**src/rtl/id_ex_stage.sv**
```systemverilog
// ID/EX pipeline register for the RV32I core, with load-use hazard
// detection and a halt-ECALL drain sequence that ends in a sticky halt.
module id_ex_stage #(
    parameter int DRAIN_CYCLES = 3
) (
    input  logic        clk,
    input  logic        reset,
    input  logic        id_valid,
    input  logic [31:0] id_pc,
    input  logic [31:0] id_rs1_data,
    input  logic [31:0] id_rs2_data,
    input  logic [31:0] id_imm,
    input  logic [4:0]  id_rs1,
    input  logic [4:0]  id_rs2,
    input  logic [4:0]  id_rd,
    input  logic [2:0]  id_funct3,
    input  logic        id_funct7_5,
    input  logic [7:0]  id_ctrl,
    input  logic        stall_in,
    input  logic        flush,
    output logic        ex_valid,
    output logic [31:0] ex_pc,
    output logic [31:0] ex_rs1_data,
    output logic [31:0] ex_rs2_data,
    output logic [31:0] ex_imm,
    output logic [4:0]  ex_rs1,
    output logic [4:0]  ex_rs2,
    output logic [4:0]  ex_rd,
    output logic [2:0]  ex_funct3,
    output logic        ex_funct7_5,
    output logic [7:0]  ex_ctrl,
    output logic        hazard_stall,
    output logic        is_halted
);

    localparam int CW = $clog2(DRAIN_CYCLES + 1);
    localparam logic [CW-1:0] CNT_INIT = CW'(DRAIN_CYCLES - 1);

    typedef enum logic [1:0] {
        RUN,
        DRAIN,
        HALTED
    } state_e;

    typedef struct packed {
        logic        valid;
        logic [31:0] pc;
        logic [31:0] rs1_data;
        logic [31:0] rs2_data;
        logic [31:0] imm;
        logic [4:0]  rs1;
        logic [4:0]  rs2;
        logic [4:0]  rd;
        logic [2:0]  funct3;
        logic        funct7_5;
        logic [7:0]  ctrl;
    } ex_t;

    state_e        state_q;
    logic [CW-1:0] cnt_q;
    logic          halted_q;
    ex_t           ex_q;
    ex_t           ex_d;
    ex_t           id_bundle;

    logic run;
    logic ex_is_load;
    logic rd_match;
    logic hold;
    logic load_id;
    logic halt_ecall;

    assign id_bundle = '{
        valid:    id_valid,
        pc:       id_pc,
        rs1_data: id_rs1_data,
        rs2_data: id_rs2_data,
        imm:      id_imm,
        rs1:      id_rs1,
        rs2:      id_rs2,
        rd:       id_rd,
        funct3:   id_funct3,
        funct7_5: id_funct7_5,
        ctrl:     id_ctrl
    };

    assign run        = (state_q == RUN);
    assign ex_is_load = ex_q.valid && ex_q.ctrl[0]
                        && (ex_q.rd != 5'd0);
    assign rd_match   = (ex_q.rd == id_rs1)
                        || (ex_q.rd == id_rs2);

    assign hazard_stall = run && ex_is_load
                          && id_valid && rd_match;

    // Priority: flush > stall_in > load-use bubble > load.
    assign hold    = run && !flush && stall_in;
    assign load_id = run && !flush && !stall_in
                     && !hazard_stall && id_valid;

    assign halt_ecall = load_id && id_ctrl[7]
                        && (id_rs1_data == 32'd10);

    always_comb begin
        ex_d = '0;
        unique case (1'b1)
            hold:    ex_d = ex_q;
            load_id: ex_d = id_bundle;
            default: ex_d = '0;
        endcase
    end

    always_ff @(posedge clk or negedge reset) begin
        if (!reset) begin
            ex_q <= '0;
        end else begin
            ex_q <= ex_d;
        end
    end

    // Halt FSM; the counter holds the edges left in DRAIN minus one.
    always_ff @(posedge clk or negedge reset) begin
        if (!reset) begin
            state_q  <= RUN;
            cnt_q    <= '0;
            halted_q <= 1'b0;
        end else begin
            unique case (state_q)
                RUN: begin
                    if (halt_ecall) begin
                        state_q <= DRAIN;
                        cnt_q   <= CNT_INIT;
                    end
                end
                DRAIN: begin
                    if (cnt_q == '0) begin
                        state_q  <= HALTED;
                        halted_q <= 1'b1;
                    end else begin
                        cnt_q <= cnt_q - 1'b1;
                    end
                end
                HALTED: begin
                    halted_q <= 1'b1;
                end
                default: begin
                    state_q  <= RUN;
                    cnt_q    <= '0;
                    halted_q <= 1'b0;
                end
            endcase
        end
    end

    assign ex_valid    = ex_q.valid;
    assign ex_pc       = ex_q.pc;
    assign ex_rs1_data = ex_q.rs1_data;
    assign ex_rs2_data = ex_q.rs2_data;
    assign ex_imm      = ex_q.imm;
    assign ex_rs1      = ex_q.rs1;
    assign ex_rs2      = ex_q.rs2;
    assign ex_rd       = ex_q.rd;
    assign ex_funct3   = ex_q.funct3;
    assign ex_funct7_5 = ex_q.funct7_5;
    assign ex_ctrl     = ex_q.ctrl;
    assign is_halted   = halted_q;

endmodule

```
**config.mk**
```make
export PLATFORM = sky130hd
export DESIGN_NAME = id_ex_stage
export DESIGN_NICKNAME = d
export VERILOG_FILES = /design/src/rtl/id_ex_stage.sv
export SDC_FILE = /design/constraint.sdc
export NUM_CORES = 1
export LEC_CHECK = 0
export ABC_AREA = 0
export BUFFER_PORTS_ARGS = -buffer_cell sky130_fd_sc_hd__buf_4
export CORE_ASPECT_RATIO = 0.5
export CORE_MARGIN = 3
export CORE_UTILIZATION = 49
export CTS_CLUSTER_SIZE = 12
export DETAILED_ROUTE_END_ITERATION = 12
export MAX_ROUTING_LAYER = met4
export PLACE_DENSITY = 0.82
export SLEW_MARGIN = 20
export SYNTH_ARGS = -nofsm -noshare
export SYNTH_HDL_FRONTEND = slang
export SYNTH_SLANG_ARGS = --single-unit
```
**constraint.sdc**
```tcl
create_clock -name clk -period 4.34 [get_ports clk]
set_input_delay 0.868 -clock clk [delete_from_list [all_inputs] [get_ports clk]]
set_output_delay 0.868 -clock clk [all_outputs]
set_load 0.01 [all_outputs]
```
==> results of run 1 <==
## per-layer routing
metal	GRT usage (%)	share of wire [%]	wire, um	up-vias
li1	-	-	-	2210
met1	33.68	41	7258	2463
met2	41.02	50	8900	199
met3	4.339	5.1	915	57
met4	12.74	4.2	750	0
met5	-	0	0	-
## flip-flops by register name, summed over array words and instances (netlist names)
name         count
ex_rd            5
ex_pc           32
state_q          2
ex_valid         1
ex_rs2           5
is_halted        1
cnt_q            2
ex_rs1_data     32
ex_rs2_data     32
ex_rs1           5
ex_funct7_5      1
ex_imm          32
ex_funct3        3
ex_ctrl          8
## worst min-delay path by stage
| stage | end | start |
|---|---|---|
| 4_1_cts | ex_rs2_data[25]$_DFFE_PN0N_ | ex_rs2_data[25]$_DFFE_PN0N_ |
| 2_1_floorplan | cnt_q[1]$_DFFE_PN0P_ | cnt_q[1]$_DFFE_PN0P_ |
| 3_5_place_dp | ex_imm[0]$_DFFE_PN0N_ | ex_imm[0]$_DFFE_PN0N_ |
| 5_1_grt | ex_rs1[4]$_DFFE_PN0N_ | ex_rs1[4]$_DFFE_PN0N_ |
| 3_3_place_gp | cnt_q[1]$_DFFE_PN0P_ | cnt_q[1]$_DFFE_PN0P_ |
| 6_report | ex_imm[6]$_DFFE_PN0N_ | ex_imm[6]$_DFFE_PN0N_ |
## logic make-up after synthesis
logic type	after synthesis	synth area share [%]
XOR/XNOR	10	1.437
adder cells (fa/ha/maj)	5	1.027
AND/OR/NAND/NOR	30	3.142
buffers and inverters	39	4.332
flip-flops	161	66.12
AO/OA/AOI/OAI	165	23.41
multiplexers	3	0.5339
## where the power goes
group	internal, mW	switching (mW)	leakage [nW]
Clock	0.826	0.642	0.283
Sequential	1.50	0	2.23
Combinational	0.0967	0.0619	2.34
## area by class of cell
class	instances	area, um^2	area share, %
clock inverters	14	142.6	1.570
multi-input cells	213	1804	19.86
well taps	165	206.4	2.273
inverters	4	15.01	0.1653
clock buffers	18	439.2	4.835
repair buffers	322	2446	26.93
flip-flops and latches	161	4029	44.36
## metrics by stage
step	instance area [um^2]	worst slack (ns)	std cells	utilization [%]
floorplan	6093	1.894	413	-
global placement	8501	1.396	865	70.95
detailed placement	8501	1.412	865	70.95
CTS	9082	1.464	897	75.80
global route	9082	1.329	897	75.80
finish	9082	1.494	897	75.80
## synthesized netlist by cell type (all sizes together)
cell,n
a21o,2
xor2,10
a21oi,2
or4,1
nand2b,2
nand4,1
nor4b,2
nor2,6
a2bb2oi,1
nor2b,2
nor4,7
nor4bb,1
and3b,1
clkbuf,18
o32a,1
o21ai,2
a211oi,1
nand2,3
inv,4
mux2,2
nor3,2
dfrtp,161
nand3,1
a22oi,1
buf,17
mux2i,1
and4,1
a22o,155
ha,5
==> qor.csv, run 1 <==
stage,metric,value,unit
timing,fin_tns_setup,0,ns
routing,ant_nets,0,
setup_path,crit_chain,inv_1 > ha_1 > and4_1 > o21ai_1 > nor2_1 > buf_4,
cells_and_area,nets,884,
yosys,ys_seq_area_share,66.12,%
place,dpl.hpwl,12690,um
place,gp_congestion,0.8430,
power_and_ir_drop,power,3.126,mW
grt,grt_pass1_wl,27580,um
cells_and_area,layout_common_cells,"319 x buf_4, 161 x dfrtp_1, 155 x a22o_1, 17 x clkbuf_16, 10 x xor2_1",
yosys,netlist_area,6093,um^2
setup_path,critPathMaxStageDelay,0.40,ns
routing,drtIter0Drc,389,
power_and_ir_drop,power_density,344.2,nW/um^2
cells_and_area,final_common_cell,buf_4,
setup_path,cp_top_family,simple AND/OR/NAND/NOR gates,
job,drv_cap,0,
timing,finalSetupViolCount,0,
grt,gr-total-overflow,0,
setup_path,crit_path_start_kind,register,
floorplanning,core-area,11980,um^2
clock_network,clk_pin_slew,0.06,ns
cells_and_area,drive_above_1_share,48.91,%
power_and_ir_drop,ir_drop,0.2574,mV
setup_path,r2r-start,ex_rd[1]$_DFFE_PN0N_,
routing,wl_per_cell,19.87,um
yosys,avgSynthCellArea,14.75,um^2
setup_path,path_class,register to output pin,
timing,finalCritPeriodShare,65.57,%
floorplanning,die_y,84.85,um
clock_network,cts.sinks,161,
setup_path,arrival,1.98,ns
timing,slew_headroom,36.54,%
setup_path,slowest_stage,dfrtp_1,
clock_network,cts_tree,done,
floorplanning,num_io_pins,318,
setup_path,crit_buf_inv,2,
routing,num_vias,4929,
timing,grt_setup_unrepaired,no,
yosys,yosysTopAreaCellShare,66.12,%
setup_path,rr_worst_depth,6,
setup_path,critPathMaxFanout,9,
place,portBuffers,317,
timing,fin_worst_skew,0.01243,ns
routing,routed_wl,17820,um
outcome,status,"complete, no violations",
yosys,syn_inst,413,
cells_and_area,fillers,812,
setup_path,startpoint,state_q[1]$_DFFE_PN0P_,
timing,min_period,2.846,ns
yosys,synth_area_leaders,"dfrtp_1 66%, a22o_1 22%, buf_6 2.8%",
floorplanning,die_area,13890,um^2
yosys,ys_seq_elements,161,
clock_network,htreeDepth,4,
clock_network,clockBufferDepth,2,
clock_network,cts_buffers,17,
clock_network,clk_latency,0.41,ns
timing,fmax,351.4,MHz
timing,hold_violations,0,
timing,drv_slew,0,
setup_path,end_kind,output pin,
floorplanning,rows,28,
setup_path,reg2reg_to,ex_imm[12]$_DFFE_PN0N_,
clock_network,postCtsHoldBufs,0,
yosys,synth_nets,578,
clock_network,cts_setup_buffers,0,
floorplanning,dieWidth,163.7,um
yosys,synth_largest_area_cell,dfrtp_1,
hold_path,holdPathStages,1,
grt,grt_usage,26.19,%
timing,hold_ws,0.5020,ns
grt,grt_pass1_vias,5059,
setup_path,cp.depth,6,
routing,vias_per_cell,5.495,
routing,drc,0,
clock_network,post_cts_resized,0,
setup_path,crit_required,3.47,ns
hold_path,hold_class,register to register,
yosys,ys_warn_count,0,
cells_and_area,area_growth,49.06,%
grt,grt_max_degree,107,
routing,dr.pass1.iters,4,
yosys,synth.distinct_cells,33,
clock_network,clock-root-buffer,clkbuf_16,
power_and_ir_drop,p_leak,4.861,nW
grt,antenna_found_initial,0,
cells_and_area,diodes,0,
setup_path,reg2reg_slack,1.78,ns
timing,worst_pin_slew,0.9519,ns
setup_path,setup.worst_path.end,hazard_stall,
floorplanning,start_util,50.86,%
(Power assumes the default switching activity.)
==> run 2: changes to the inputs <==
Settings changed: CORE_UTILIZATION 49 to 45, PLACE_DENSITY 0.82 to 0.76.
Clock period 4.34 ns to 2.95 ns, I/O delays scaled along.
==> qor.csv, run 2 (same netlist as run 1, synthesis figures left out) <==
stage,metric,value,unit,change
timing,min_period,2.505,ns,
clock_network,postCtsHoldBufs,0,,unchanged
timing,finalCritPeriodShare,84.90,%,
clock_network,clock-root-buffer,clkbuf_16,,
place,portBuffers,317,,unchanged
setup_path,critPathMaxFanout,5,,-4
routing,vias_per_cell,5.300,,-3.5%
setup_path,end_kind,output pin,,
grt,gr-total-overflow,0,,unchanged
setup_path,crit_buf_inv,1,,-1
routing,ant_nets,0,,unchanged
cells_and_area,diodes,0,,unchanged
timing,fmax,399.3,MHz,
setup_path,path_class,register to output pin,,
timing,grt_setup_unrepaired,no,,
grt,grt_pass1_wl,26810,um,-2.8%
timing,drv_slew,0,,unchanged
routing,drtIter0Drc,211,,-46%
cells_and_area,final_common_cell,buf_4,,
cells_and_area,fillers,949,,+17%
job,drv_cap,0,,unchanged
outcome,status,"complete, no violations",,
place,place_ws,0.3643,ns,-1.047 ns
floorplanning,core-area,12950,um^2,+8.1%
timing,worst_slack,0.4454,ns,-1.049 ns
timing,fin_tns_setup,0,ns,unchanged
routing,dr.pass1.iters,4,,unchanged
place,gp_congestion,0.8202,,-2.7%
clock_network,cts.sinks,161,,unchanged
cells_and_area,final_cells,903,,+0.67%
floorplanning,rows,29,,+3.6%
cells_and_area,drive_above_1_share,48.98,%,+0.070 points
floorplanning,die_y,88.28,um,+4.0%
clock_network,cts_tree,done,,
clock_network,cts_setup_buffers,0,,unchanged
grt,grt_max_degree,88,,-18%
timing,finalSetupViolCount,0,,unchanged
cells_and_area,layout_common_cells,"319 x buf_4, 161 x dfrtp_1, 155 x a22o_1, 17 x clkbuf_16, 10 x xor2_1",,
setup_path,crit_chain,or4_1 > o21ai_1 > nor2_1 > buf_4,,
floorplanning,start_util,47.04,%,-3.8 points
setup_path,arrival,1.91,ns,-0.07 ns
setup_path,crit_required,2.36,ns,-1.11 ns
setup_path,cp_top_family,simple AND/OR/NAND/NOR gates,,
timing,worst_pin_slew,0.5141,ns,-0.4377 ns
setup_path,slowest_stage,or4_1,,
routing,routed_wl,17840,um,+0.11%
timing,fin_worst_skew,0.008583,ns,-0.003845 ns
floorplanning,die_area,15060,um^2,+8.4%
place,place_inst,873,,+0.92%
timing,hold_ws,0.1311,ns,-0.3709 ns
floorplanning,dieWidth,170.6,um,+4.2%
clock_network,clk_pin_slew,0.07,ns,about the same
routing,num_vias,4786,,-2.9%
power_and_ir_drop,ir_drop,0.3736,mV,+45%
hold_path,hold_class,input port to async pin,,
clock_network,htreeDepth,4,,unchanged
clock_network,post_cts_resized,0,,unchanged
cells_and_area,nets,887,,+0.34%
routing,drc,0,,unchanged
setup_path,crit_path_start_kind,register,,
power_and_ir_drop,p_leak,4.892,nW,+0.64%
clock_network,cts_buffers,17,,unchanged
timing,slew_headroom,65.72,%,+29 points
setup_path,critPathMaxStageDelay,0.56,ns,+0.16 ns
place,dpl.hpwl,12530,um,-1.3%
power_and_ir_drop,power_density,512.9,nW/um^2,+49%
grt,grt_pass1_vias,4875,,-3.6%
clock_network,clockBufferDepth,2,,unchanged
grt,grt_usage,23.57,%,-2.6 points
cells_and_area,final_util,70.84,%,-5.0 points
routing,wl_per_cell,19.76,um,-0.55%
grt,antenna_found_initial,0,,unchanged
cells_and_area,area_growth,50.60,%,
clock_network,clk_latency,0.40,ns,about the same
timing,hold_violations,0,,unchanged
floorplanning,num_io_pins,318,,unchanged
## run 2: path summary, 6_finish.rpt
check,start,endpoint,slack (ns),cells after the start
max in group asynchronous,reset,ex_pc[15]$_DFFE_PN0N_,2.03,2
worst min register to register,ex_pc[5]$_DFFE_PN0N_,ex_pc[5]$_DFFE_PN0N_,0.50,1
worst max register to register,ex_rd[1]$_DFFE_PN0N_,ex_imm[11]$_DFFE_PN0N_,0.47,6
min in group clk,id_imm[25],ex_imm[25]$_DFFE_PN0N_,0.40,2
worst min-delay path,reset,ex_rs2_data[28]$_DFFE_PN0N_,0.13,1
worst max-delay path,ex_rd[1]$_DFFE_PN0N_,hazard_stall,0.45,4
## run 2: routing by layer
| layer | wire [um] | vias to the layer above | GRT usage, % |
|---|---|---|---|
| met5 | 0 | - | - |
| met4 | 365 | 0 | 7.358 |
| met3 | 669 | 28 | 3.391 |
| met2 | 9301 | 143 | 39.45 |
| met1 | 7507 | 2405 | 30.37 |
| li1 | - | 2210 | - |
## run 2: cell type report
type / instances / area (um^2) / share of cell area [%]
clock buffers: 19 / 452.9 / 4.936
clock inverters: 11 / 156.4 / 1.704
inverters: 4 / 15.01 / 0.1636
multi-input cells: 213 / 1804 / 19.66
flip-flops and latches: 161 / 4029 / 43.91
well taps: 170 / 212.7 / 2.318
repair buffers: 325 / 2506 / 27.31
## run 2: power breakdown
| part | internal, mW | switching [mW] | leakage, nW |
|---|---|---|---|
| combinational | 0.145 | 0.0912 | 2.37 |
| clock | 1.38 | 0.884 | 0.288 |
| sequential | 2.21 | 0 | 2.23 |
## run 2: through the flow
| stage | power [mW] | cell area, um^2 |
|---|---|---|
| 2_1_floorplan | 2.262 | 6093 |
| 3_3_place_gp | 2.482 | 8567 |
| 3_5_place_dp | 2.488 | 8567 |
| 4_1_cts | 4.745 | 9176 |
| 5_1_grt | 4.863 | 9176 |
| 6_report | 4.707 | 9176 |
